**config.mk**
```make
export PLATFORM = sky130hd
export DESIGN_NAME = serial_frame_rx_flat
export DESIGN_NICKNAME = d
export VERILOG_FILES = /design/src/rtl/serdes_pkg.sv /design/src/rtl/serial_frame_rx_if.sv /design/src/rtl/rx_hold_reg.sv /design/src/rtl/serial_frame_rx.sv /design/src/flat_wrapper.sv
export SDC_FILE = /design/constraint.sdc
export NUM_CORES = 1
export LEC_CHECK = 0
export ABC_AREA = 0
export BUFFER_PORTS_ARGS = -buffer_cell sky130_fd_sc_hd__buf_2
export CELL_PAD_IN_SITES_DETAIL_PLACEMENT = 2
export CELL_PAD_IN_SITES_GLOBAL_PLACEMENT = 2
export CORE_ASPECT_RATIO = 1.25
export CORE_MARGIN = 5
export CORE_UTILIZATION = 39
export CTS_CLUSTER_DIAMETER = 80
export DETAILED_ROUTE_END_ITERATION = 8
export HOLD_SLACK_MARGIN = 0.12
export PLACE_DENSITY_LB_ADDON = 0.25
export SYNTH_ARGS = -nofsm -noshare
export SYNTH_HDL_FRONTEND = slang
export SYNTH_HIERARCHICAL = 1
export SYNTH_SLANG_ARGS = --single-unit
```
**constraint.sdc**
```tcl
create_clock -name clk -period 2.9 [get_ports clk]
set_clock_uncertainty 0.1 [all_clocks]
set_input_delay 0 -clock clk [delete_from_list [all_inputs] [get_ports clk]]
set_output_delay 0 -clock clk [all_outputs]
set_load 0.01 [all_outputs]
```
**src/rtl/serdes_pkg.sv**
```systemverilog
// Shared definitions for the bit-serial link: receiver FSM encoding and frame-format levels.
package serdes_pkg;

  localparam int DEFAULT_DATA_W = 8;

  localparam logic START_BIT  = 1'b0;
  localparam logic IDLE_LEVEL = 1'b1;
  localparam logic STOP_LEVEL = 1'b1;

  typedef enum logic [2:0] {
    ST_IDLE      = 3'd0,
    ST_DATA      = 3'd1,
    ST_PARITY    = 3'd2,
    ST_STOP      = 3'd3,
    ST_WAIT_IDLE = 3'd4
  } rx_state_e;

endpackage

```
**src/rtl/serial_frame_rx_if.sv**
```systemverilog
// Parallel valid/ready word output of the serial frame receiver.
interface serial_frame_rx_if #(
  parameter int DATA_W = serdes_pkg::DEFAULT_DATA_W
);

  logic [DATA_W-1:0] out_data;
  logic              out_valid;
  logic              out_ready;

  modport master (output out_data, output out_valid, input out_ready);
  modport slave  (input out_data, input out_valid, output out_ready);

endinterface

```
**src/rtl/rx_hold_reg.sv**
```systemverilog
// One-entry valid/ready holding register; flags an overrun when a word arrives while full.
module rx_hold_reg
  import serdes_pkg::*;
#(
  parameter int DATA_W = DEFAULT_DATA_W
) (
  input  logic              clk,
  input  logic              nreset,
  input  logic              load,
  input  logic [DATA_W-1:0] load_data,
  output logic [DATA_W-1:0] data,
  output logic              valid,
  input  logic              ready,
  output logic              overrun
);

  logic accept;
  logic free;

  // A word being accepted this edge frees the slot for a simultaneous load.
  assign accept = valid & ready;
  assign free   = ~valid | accept;

  always_ff @(posedge clk) begin
    if (!nreset) begin
      data    <= '0;
      valid   <= 1'b0;
      overrun <= 1'b0;
    end else begin
      overrun <= load & ~free;
      if (load && free) begin
        data  <= load_data;
        valid <= 1'b1;
      end else if (accept) begin
        valid <= 1'b0;
      end
    end
  end

endmodule

```
**src/rtl/serial_frame_rx.sv**
```systemverilog
// Bit-serial frame receiver: start-bit hunt, LSB-first shift, even parity and stop checks,
// and a one-entry parallel valid/ready output.
module serial_frame_rx
  import serdes_pkg::*;
#(
  parameter int DATA_W    = DEFAULT_DATA_W,
  parameter int PARITY_EN = 1,
  parameter int STOP_BITS = 1
) (
  input  logic                clk,
  input  logic                nreset,
  input  logic                ser_in,
  serial_frame_rx_if.master   out_bus,
  output logic                parity_err,
  output logic                frame_err,
  output logic                overrun,
  output logic                busy
);

  localparam int                CNT_W     = (DATA_W > 1) ? $clog2(DATA_W) : 1;
  localparam logic [CNT_W-1:0]  LAST_BIT  = CNT_W'(DATA_W - 1);
  localparam logic [1:0]        LAST_STOP = 2'(STOP_BITS - 1);

  rx_state_e         state;
  rx_state_e         state_next;
  logic [CNT_W-1:0]  bit_cnt;
  logic [1:0]        stop_cnt;
  logic [DATA_W-1:0] shift_reg;
  logic              par_bit;
  logic              frame_end;
  logic              stop_bad;

  logic              done_p0;
  logic              stop_bad_p0;
  logic              par_bad_p0;
  logic              load_p1;
  logic [DATA_W-1:0] hold_data;
  logic              hold_valid;

  function automatic logic parity_bad(input logic [DATA_W-1:0] word, input logic pbit);
    return (PARITY_EN != 0) && ((^word) != pbit);
  endfunction

  always_comb begin
    state_next = state;
    frame_end  = 1'b0;
    stop_bad   = 1'b0;
    case (state)
      ST_IDLE:      if (ser_in == START_BIT) state_next = ST_DATA;
      ST_DATA:      if (bit_cnt == LAST_BIT)
                      state_next = (PARITY_EN != 0) ? ST_PARITY : ST_STOP;
      ST_PARITY:    state_next = ST_STOP;
      ST_STOP: begin
        if (ser_in != STOP_LEVEL) begin
          stop_bad   = 1'b1;
          frame_end  = 1'b1;
          state_next = ST_WAIT_IDLE;
        end else if (stop_cnt == LAST_STOP) begin
          frame_end  = 1'b1;
          state_next = ST_IDLE;
        end
      end
      // A held-low break must not be mistaken for a train of start bits.
      ST_WAIT_IDLE: if (ser_in == IDLE_LEVEL) state_next = ST_IDLE;
      default:      state_next = ST_IDLE;
    endcase
  end

  always_ff @(posedge clk) begin
    if (!nreset) begin
      state    <= ST_IDLE;
      bit_cnt  <= '0;
      stop_cnt <= '0;
    end else begin
      state    <= state_next;
      bit_cnt  <= (state == ST_DATA) ? bit_cnt + 1'b1 : '0;
      stop_cnt <= (state == ST_STOP) ? stop_cnt + 1'b1 : '0;
    end
  end

  always_ff @(posedge clk) begin
    if (state == ST_DATA)   shift_reg[bit_cnt] <= ser_in;
    if (state == ST_PARITY) par_bit            <= ser_in;
  end

  // Stage p0: frame verdict captured on the edge that samples the final stop bit.
  always_ff @(posedge clk) begin
    if (!nreset) done_p0 <= 1'b0;
    else         done_p0 <= frame_end;
  end

  always_ff @(posedge clk) begin
    stop_bad_p0 <= stop_bad;
    par_bad_p0  <= parity_bad(shift_reg, par_bit);
  end

  // Stage p1: error pulses and hand-off to the holding register. shift_reg is still
  // intact here because the next frame's first data bit lands one edge later.
  assign load_p1 = done_p0 & ~stop_bad_p0 & ~par_bad_p0;

  always_ff @(posedge clk) begin
    if (!nreset) begin
      frame_err  <= 1'b0;
      parity_err <= 1'b0;
    end else begin
      frame_err  <= done_p0 & stop_bad_p0;
      parity_err <= done_p0 & ~stop_bad_p0 & par_bad_p0;
    end
  end

  rx_hold_reg #(.DATA_W(DATA_W)) u_hold (
    .clk       (clk),
    .nreset    (nreset),
    .load      (load_p1),
    .load_data (shift_reg),
    .data      (hold_data),
    .valid     (hold_valid),
    .ready     (out_bus.out_ready),
    .overrun   (overrun)
  );

  assign out_bus.out_data  = hold_data;
  assign out_bus.out_valid = hold_valid;
  assign busy              = (state != ST_IDLE);

endmodule

```
**src/flat_wrapper.sv**
```systemverilog
// flat-port wrapper written by rule: the top's interface ports become plain ports
module serial_frame_rx_flat import serdes_pkg::*;
#(
  parameter int DATA_W    = DEFAULT_DATA_W,
  parameter int PARITY_EN = 1,
  parameter int STOP_BITS = 1
)
  (clk, nreset, ser_in, parity_err, frame_err, overrun, busy, out_bus_out_data, out_bus_out_valid, out_bus_out_ready);
  serial_frame_rx_if #(.DATA_W(DATA_W)) out_bus_i ();
  input  logic clk;
  input  logic nreset;
  input  logic ser_in;
  output logic parity_err;
  output logic frame_err;
  output logic overrun;
  output logic busy;
  output wire logic [$bits(out_bus_i.out_data)-1:0] out_bus_out_data;
  output wire logic [$bits(out_bus_i.out_valid)-1:0] out_bus_out_valid;
  input wire logic [$bits(out_bus_i.out_ready)-1:0] out_bus_out_ready;
  assign out_bus_out_data = out_bus_i.out_data;
  assign out_bus_out_valid = out_bus_i.out_valid;
  assign out_bus_i.out_ready = out_bus_out_ready;
  serial_frame_rx #(.DATA_W(DATA_W), .PARITY_EN(PARITY_EN), .STOP_BITS(STOP_BITS)) u_core (.clk(clk), .nreset(nreset), .ser_in(ser_in), .out_bus(out_bus_i), .parity_err(parity_err), .frame_err(frame_err), .overrun(overrun), .busy(busy));
endmodule
```
==> flow_summary.ini, run 1 <==
[clock_network]
clk_pin_slew_ns = 0.06
numClockSinks = 32
numCtsBuffers = 5
htreeDepth = 2
cts_setup_buffers = 0
clk_latency_ns = 0.28
cts_tree = yes
cts.path.max_buffers = 2
cts_root_buffer = clkbuf_8
post_cts_resized = 0

[placement]
gp_congestion = 0.741
port-buffer-count = 16
hpwl_um = 1900

[power_and_ir_drop]
pwr-share-clk_pct = 38.8
pwr-share-comb_pct = 4.0
p_int_uw = 641
p_sw_share_pct = 21.7
vdd_ir_drop_max_uv = 300
p_leak_uw = 0.000629
powerDensity_nw_per_um2 = 544
power.switching_uw = 178
seq_power_share_pct = 57.3

[global_route]
grt_pass1_vias = 954
track_usage_pct = 13.1
grt_pass1_wl_um = 4240
grt-ovfl-total = 0
antenna_found_initial = 0
grt_max_degree = 27

[finish]
fin_util_pct = 46.7
nets = 148
area_growth_pct = 15.8
n_antenna_cell = 0
drive_gt1_share_pct = 18.3

[floorplanning]
die_w_um = 61.6
core_area_um2 = 3220
rows = 23
start_util_pct = 40.3
die_area_um2 = 4600
die_y_um = 74.6
io_pins = 17

[sta]
slew_headroom_pct = 64.2
min_period_ns = 1.61
timing.fmax_ghz = 0.620
tightest_slew_ns = 0.534
finalHoldViolCount = 0
final-setup-viol-count = 0
period_share_pct = 55.6
fin_setup_tns_ns = 0
rsz0062_at_grt = no
slew_violations = 0

[yosys]
synth_edf_count = 9
ys_seq_area_share_pct = 56.2
syn_nets = 126
ys_ff_latch = 32
synthFlopType = dfxtp_1
mappedNetlistArea_um2 = 1300
async_flop_share_pct = 0
synthCells = 119
yosys.cell_types.count = 31
synth.yosys.warnings = 6
avgSynthCellArea_um2 = 10.9

[job]
cap_violations = 0

[status]
status = finished clean

[setup_path]
worstPathRequired_ns = 3.00
worstSetupEndpointType = register
path_max_fanout = 8
crit_type = reg -> reg
startpoint_type = register
cp.arrival_ns = 1.71

[routing]
drt_iter0_markers = 17
vias = 891
drc = 0
dr.pass1.iters = 4
via_per_inst = 4.98
ant_nets = 0
wirelength_um = 2540
wire_per_inst_um = 14.2

[min_path]
worstHoldPathType = reg -> reg
## metal layers
layer / vias to the layer above / part of all wire, % / track usage [%]
met5: - / 0 / 0
met4: 0 / 2.1 / 6.37
met3: 5 / 5.2 / 5.38
met2: 17 / 54 / 23.1
met1: 429 / 38 / 12.8
li1: 440 / - / -
## metrics by stage
stage	hold slack, ns	std cells	cell area [um^2]	setup WS [ns]	power (uW)
global placement	0.235	168	1400	1.37	507
global route	0.357	179	1510	1.17	857
detailed placement	0.241	168	1400	1.30	509
finish	0.322	179	1510	1.29	818
floorplan	-0.0284	119	1300	1.54	498
CTS	0.330	179	1510	1.25	830
## logic make-up (layout without fill, tap and decap cells)
family | count (synthesis) | in the layout | share of synthesized area [%]
compound gates | 7 | 7 | 3.08
mux | 8 | 8 | 6.16
fa+ha+maj | 3 | 3 | 2.89
xor+xnor | 7 | 7 | 6.35
flops | 32 | 32 | 56.2
buf+inv | 9 | 32 | 3.85
simple gates | 53 | 53 | 21.5
## what timing repair did
action | CTS | global route
hold buffers | 3 | 0
setup endpoints to repair | 0 | 0
hold endpoints to repair | 27 | 0
## Yosys cell counts, types with 2 or more instances
| cell type | number | area share, % |
|---|---|---|
| nor3b_1 | 2 | 1.2 |
| inv_1 | 5 | 1.4 |
| nor2b_1 | 2 | 0.96 |
| nor3_1 | 4 | 1.5 |
| ha_1 | 3 | 2.9 |
| edfxtp_1 | 9 | 21 |
| nand2b_1 | 4 | 1.9 |
| mux2i_1 | 8 | 6.2 |
| buf_4 | 2 | 1.2 |
| xnor2_1 | 4 | 2.7 |
| and3_1 | 4 | 1.9 |
| a21oi_1 | 4 | 1.5 |
| nor2_1 | 10 | 2.9 |
| dfxtp_1 | 23 | 35 |
| nand2_1 | 19 | 5.5 |
## cell usage in the layout (no fill, tap or decap), drive strengths merged, types with 2 or more instances in the layout
master,count
dfxtp,23
nand2,19
buf,16
nor2,10
edfxtp,9
mux2i,8
clkbuf,6
inv,5
xnor2,5
and3,5
nand2b,4
nor3,4
a21oi,4
nor2b,4
dlygate4sd3,3
ha,3
nor3b,3
clkinv,2
## layout make-up
| class | count | area [um^2] |
|---|---|---|
| multi-input cells | 78 | 519 |
| flip-flops and latches | 32 | 731 |
| clock buffers | 6 | 72.6 |
| repair buffers | 19 | 110 |
| inverters | 5 | 18.8 |
| clock inverters | 2 | 7.51 |
| well taps | 37 | 46.3 |
| fillers | 352 | 1720 |
## power groups by stage
stage	logic, uW	registers (uW)	clock network (uW)
floorplan	22.7	476	0
global placement	28.7	478	0
detailed placement	30.1	479	0
CTS	33.3	469	328
global route	37.7	469	350
finish	32.5	469	317
## path summary, 6_finish.rpt
path | from | to | slack (ns) | depth (start not counted)
max reg2reg | u_core/done_p0$_SDFF_PN0_ | u_core/u_hold/data[7]$_SDFFE_PN0P_ | 1.29 | 3
max | u_core/done_p0$_SDFF_PN0_ | u_core/u_hold/data[7]$_SDFFE_PN0P_ | 1.29 | 3
min | u_core/stop_cnt[0]$_SDFF_PN0_ | u_core/stop_cnt[0]$_SDFF_PN0_ | 0.32 | 1
min reg2reg | u_core/stop_cnt[0]$_SDFF_PN0_ | u_core/stop_cnt[0]$_SDFF_PN0_ | 0.32 | 1
## worst max-delay path, stage by stage, from the launching register on
cell and delay (ns):
dfxtp_1 0.33, nor3b_1 0.30, nor2b_2 0.54, mux2i_1 0.26
Power figures use the tool's default switching activity.
==> run 2, diff against run 1 <==
CORE_UTILIZATION = 32   (was 39)
clock period = 1.3 ns   (was 2.9 ns; I/O delays follow)
==> run 2 against run 1 <==
The flow now finishes with violations (setup timing). First-iteration DRC count increased by 110%. Largest power group unchanged. Via count grew 7.7%. Count of clock-buffer cells in the layout rose by 2. Critical path type unchanged.
==> flow_summary.ini, run 2 (synthesis gave the netlist of run 1 again) <==
[global_route]
grt-ovfl-total = 0
antenna_found_initial = 0
grt_max_degree = 27
grt_pass1_vias = 1055
grt_pass1_wl_um = 4750
track_usage_pct = 12.3

[status]
status = complete, but fails checks
violations = setup timing

[min_path]
worstHoldPathType = reg -> reg
hold_path_startpoint = u_core/stop_cnt[0]$_SDFF_PN0_

[power_and_ir_drop]
p_int_uw = 1520
p_total_uw = 1940
seq_power_share_pct = 53.9
pwr-share-comb_pct = 5.9
powerDensity_nw_per_um2 = 1080
vdd_ir_drop_max_uv = 511
pwr-share-clk_pct = 40.2
p_leak_uw = 0.000731
p_sw_share_pct = 21.5
power.switching_uw = 417

[sta]
finalHoldViolCount = 0
slew_headroom_pct = 71.9
rsz0062_at_grt = yes
final-setup-viol-count = 2
tightest_slew_ns = 0.421
timing.fmax_ghz = 0.741
timing.hold.ws_ns = 0.319
min_period_ns = 1.35
fin_setup_tns_ns = -0.0732
final.setup.worst_slack_ns = -0.0504
slew_violations = 0
period_share_pct = 104

[clock_network]
cts.path.max_buffers = 2
cts_root_buffer = clkbuf_8
clk_latency_ns = 0.28
numClockSinks = 32
clk_pin_slew_ns = 0.06
htreeDepth = 2
cts_tree = yes
numCtsBuffers = 5

[floorplanning]
io_pins = 17
die_w_um = 67.0
die_area_um2 = 5450
start_util_pct = 32.5
core_area_um2 = 4000
rows = 26
die_y_um = 81.3

[setup_path]
worstSetupEndpointType = register
cp.arrival_ns = 1.42
reg2reg_slack_ns = -0.05
rr_startpoint = u_core/shift_reg[7]$_DFFE_PP_
crit_type = reg -> reg
startpoint = u_core/shift_reg[7]$_DFFE_PP_
path_max_fanout = 2
worstPathRequired_ns = 1.37
startpoint_type = register

[finish]
regArea_um2 = 738
num-fill-cells = 432
drive_gt1_share_pct = 42.4
n_antenna_cell = 0
nets = 164
area_growth_pct = 37.9
multi_input_area_um2 = 626
most-common-layout-cells = nand2_1, dfxtp_1, buf_2
layout_commonest_cell = nand2_1
final_cell_area_um2 = 1790

[placement]
place_area_um2 = 1510
port-buffer-count = 16
pre_cts_ws_ns = -0.145
gp_congestion = 0.734
hpwl_um = 2030

[routing]
dr.pass1.iters = 4
drc = 0
ant_nets = 0
via_per_inst = 4.49
wire_per_inst_um = 13.7
drt_iter0_markers = 36
vias = 960
wirelength_um = 2940

[job]
cap_violations = 0
==> run 2: metal layers <==
metal	vias to the layer above	routed length (um)	track usage, %
li1	468	-	-
met1	471	1010	10.3
met3	5	125	3.73
met4	0	65	7.10
met2	16	1730	24.3
met5	-	0	0
==> run 2: power groups by stage <==
stage | Combinational, uW | Sequential (uW) | Clock [uW]
after detailed placement | 87.2 | 1060 | 0
after global placement | 84.3 | 1060 | 0
after CTS | 106 | 1040 | 825
final | 114 | 1040 | 779
after global routing | 127 | 1050 | 858
after floorplan | 57.8 | 1060 | 0
==> run 2: layout make-up <==
cell class / instances / area share (%)
repair buffers: 35 / 14.0
well taps: 56 / 3.91
flip-flops and latches: 32 / 41.2
inverters: 5 / 1.05
clock buffers: 8 / 5.02
multi-input cells: 78 / 34.9
==> run 2: repair_timing <==
item,4_1_cts,5_1_grt
setup endpoints to repair,13,15
setup buffers,5,2
pin swaps,2,8
endpoints found under the hold margin,28,0
hold buffers,3,0
resized for setup,12,19
==> run 2: per-stage QoR <==
| stage | util (%) | cells |
|---|---|---|
| final | 44.8 | 214 |
| after global routing | 44.8 | 214 |
| after CTS | 42.8 | 212 |
| after detailed placement | 37.7 | 196 |
| after global placement | 37.7 | 196 |
| after floorplan | - | 119 |
==> run 2: worst max-delay path, stage by stage (launching register included) <==
cell and delay (ns):
edfxtp_1 0.40, xnor2_1 0.17, xnor3_1 0.42, xnor2_1 0.14
==> run 2: worst paths after layout <==
kind	to	cells after the start
setup / recovery	u_core/par_bad_p0$_DFF_P_	3
hold / removal	u_core/stop_cnt[0]$_SDFF_PN0_	1
setup reg to reg	u_core/par_bad_p0$_DFF_P_	3
hold reg to reg	u_core/stop_cnt[0]$_SDFF_PN0_	1
==> run 3, diff against run 2 <==
SYNTH_HIERARCHICAL = default   (was 1)
TNS_END_PERCENT = 50   (was default)
==> run 3 against run 2 <==
The run still ends with setup timing left. Combinational power down 9%. Synthesized area down 2.3%. Non-clock buffer count is 3 lower. Die area decreased by 2.0%. Count of clock-buffer cells in the layout is 2 lower. Register-to-register slack got worse by 0.10 ns. Cell area fell by 4.3%. Clock power rose by 27%. Critical path depth shrank 1. Fmax is 7.2% lower.
==> flow_summary.ini, run 3 <==
[yosys]
ys_seq_area_share_pct = 57.5
synth_top_area_share_pct = 36.3
synth_area_leader_cell = dfxtp_1
synth_top_cells_by_area = dfxtp_1, edfxtp_1, a21oi_1
yosysMostFrequentCell = dfxtp_1
synthFlopType = dfxtp_1
synthCells = 121
synth_common_cells = dfxtp_1, a21oi_1, nor2_1
syn_nets = 128
ys_ff_latch = 32
synth_edf_count = 9
mappedNetlistArea_um2 = 1270
async_flop_share_pct = 0
yosys.cell_types.count = 29
avgSynthCellArea_um2 = 10.5
synth.yosys.warnings = 0

[sta]
timing.fmax_ghz = 0.687
fin_setup_tns_ns = -0.938
slew_headroom_pct = 72.1
tightest_slew_ns = 0.418
min_period_ns = 1.45
finalHoldViolCount = 0
period_share_pct = 112
rsz0062_at_grt = yes
final.setup.worst_slack_ns = -0.155
slew_violations = 0
final-setup-viol-count = 10

[routing]
vias = 1025
drt_iter0_markers = 23
ant_nets = 0
via_per_inst = 4.86
wirelength_um = 3340
dr.pass1.iters = 4
drc = 0
wire_per_inst_um = 15.8

[floorplanning]
io_pins = 17
rows = 25
start_util_pct = 33.3
die_w_um = 66.3
die_area_um2 = 5340
die_y_um = 80.4
core_area_um2 = 3820

[clock_network]
clk_latency_ns = 0.29
cts_root_buffer = clkbuf_8
cts.path.max_buffers = 2
htreeDepth = 2
numCtsBuffers = 5
cts_tree = yes
clk_pin_slew_ns = 0.07
numClockSinks = 32

[placement]
gp_congestion = 0.730
hpwl_um = 2420
port-buffer-count = 16

[power_and_ir_drop]
p_leak_uw = 0.000695
powerDensity_nw_per_um2 = 1250
p_total_uw = 2140
vdd_ir_drop_max_uv = 439

[job]
cap_violations = 0

[min_path]
worstHoldPathType = in -> reg
hold_path_startpoint = out_bus_out_ready

[setup_path]
startpoint = u_core.state[1]$_SDFFE_PN0P_
rr_startpoint = u_core.state[1]$_SDFFE_PN0P_
crit_type = reg -> reg
path_max_fanout = 5
worstSetupEndpointType = register
cp.arrival_ns = 1.36
startpoint_type = register
worstPathRequired_ns = 1.20

[finish]
fin_util_pct = 45.0
most-common-layout-cells = buf_2, dfxtp_1, a21oi_1, buf_4
nets = 163
area_growth_pct = 35.1
n_antenna_cell = 0
drive_gt1_share_pct = 38.2

[global_route]
grt_pass1_vias = 1160
track_usage_pct = 15.1
grt_max_degree = 14
grt-ovfl-total = 0
antenna_found_initial = 0
grt_pass1_wl_um = 5740

[status]
violations = setup timing
status = complete, but fails checks
## run 3: changes by cell type after synthesis, moves of 2 or more
cell / change
a21oi_1: +7
buf_4: -2
clkbuf_1: +3
mux2i_1: -8
nand2_1: -16
nand2b_1: +2
nand3_1: +8
nor2b_1: +3
o21ai_0: +8
## run 3: logic make-up (layout without fill, tap and decap cells)
kind of cell,count (synthesis),after routing,share of synthesized area [%]
buf+inv,9,45,2.76
flops,32,32,57.5
simple gates,48,48,21.7
fa+ha+maj,3,3,2.96
compound gates,22,22,9.16
xor+xnor,7,7,5.91
## run 3: area by class of cell
| type | count | area [um^2] |
|---|---|---|
| Inverter | 5 | 18.8 |
| Multi-Input combinational cell | 80 | 557 |
| Clock buffer | 6 | 82.6 |
| Clock inverter | 2 | 33.8 |
| Sequential cell | 32 | 739 |
| Fill cell | 445 | 2100 |
| Timing Repair Buffer | 32 | 216 |
| Tap cell | 54 | 67.6 |
## run 3: per-layer routing
layer | GRT usage (%) | part of all wire [%]
met1 | 14.0 | 36
met2 | 28.1 | 58
met3 | 5.03 | 3.5
met4 | 8.54 | 2.6
met5 | 0 | 0
## run 3: worst paths after layout
kind	to	slack (ns)	depth (start not counted)
worst max register to register	u_core.shift_reg[0]$_DFFE_PP_	-0.15	2
worst max-delay path	u_core.shift_reg[0]$_DFFE_PP_	-0.15	2
worst min-delay path	u_core.u_hold.data[2]$_SDFFE_PN0P_	0.13	5
worst min register to register	u_core.stop_cnt[0]$_SDFF_PN0_	0.32	1
## run 3: timing repair
item	CTS	global route
hold buffers	2	0
setup endpoints to repair	16	21
buffers inserted	1	1
endpoints found under the hold margin	16	0
pin swaps	7	3
gates resized for setup	15	14
## run 3: worst max-delay path: stages (launching register included)
cell and delay [ns]:
dfxtp_2 0.35, or4_4 0.57, nor3_4 0.15
## run 3: report_power, final
group | switching [uW] | internal (uW) | total, uW
logic | 52.7 | 51.3 | 104
clock network | 376 | 617 | 993
registers | 10.0 | 1040 | 1050
total | 438 | 1700 | 2140
## run 3: metrics by stage
| step | worst slack, ns | instance area (um^2) | cells | hold slack [ns] |
|---|---|---|---|---|
| finish | -0.155 | 1720 | 211 | 0.131 |
| global placement | -0.136 | 1500 | 199 | 0.214 |
| global route | -0.190 | 1720 | 211 | 0.156 |
| detailed placement | -0.176 | 1500 | 199 | 0.229 |
| CTS | -0.162 | 1670 | 210 | 0.129 |
| floorplan | -0.184 | 1280 | 121 | -0.0232 |
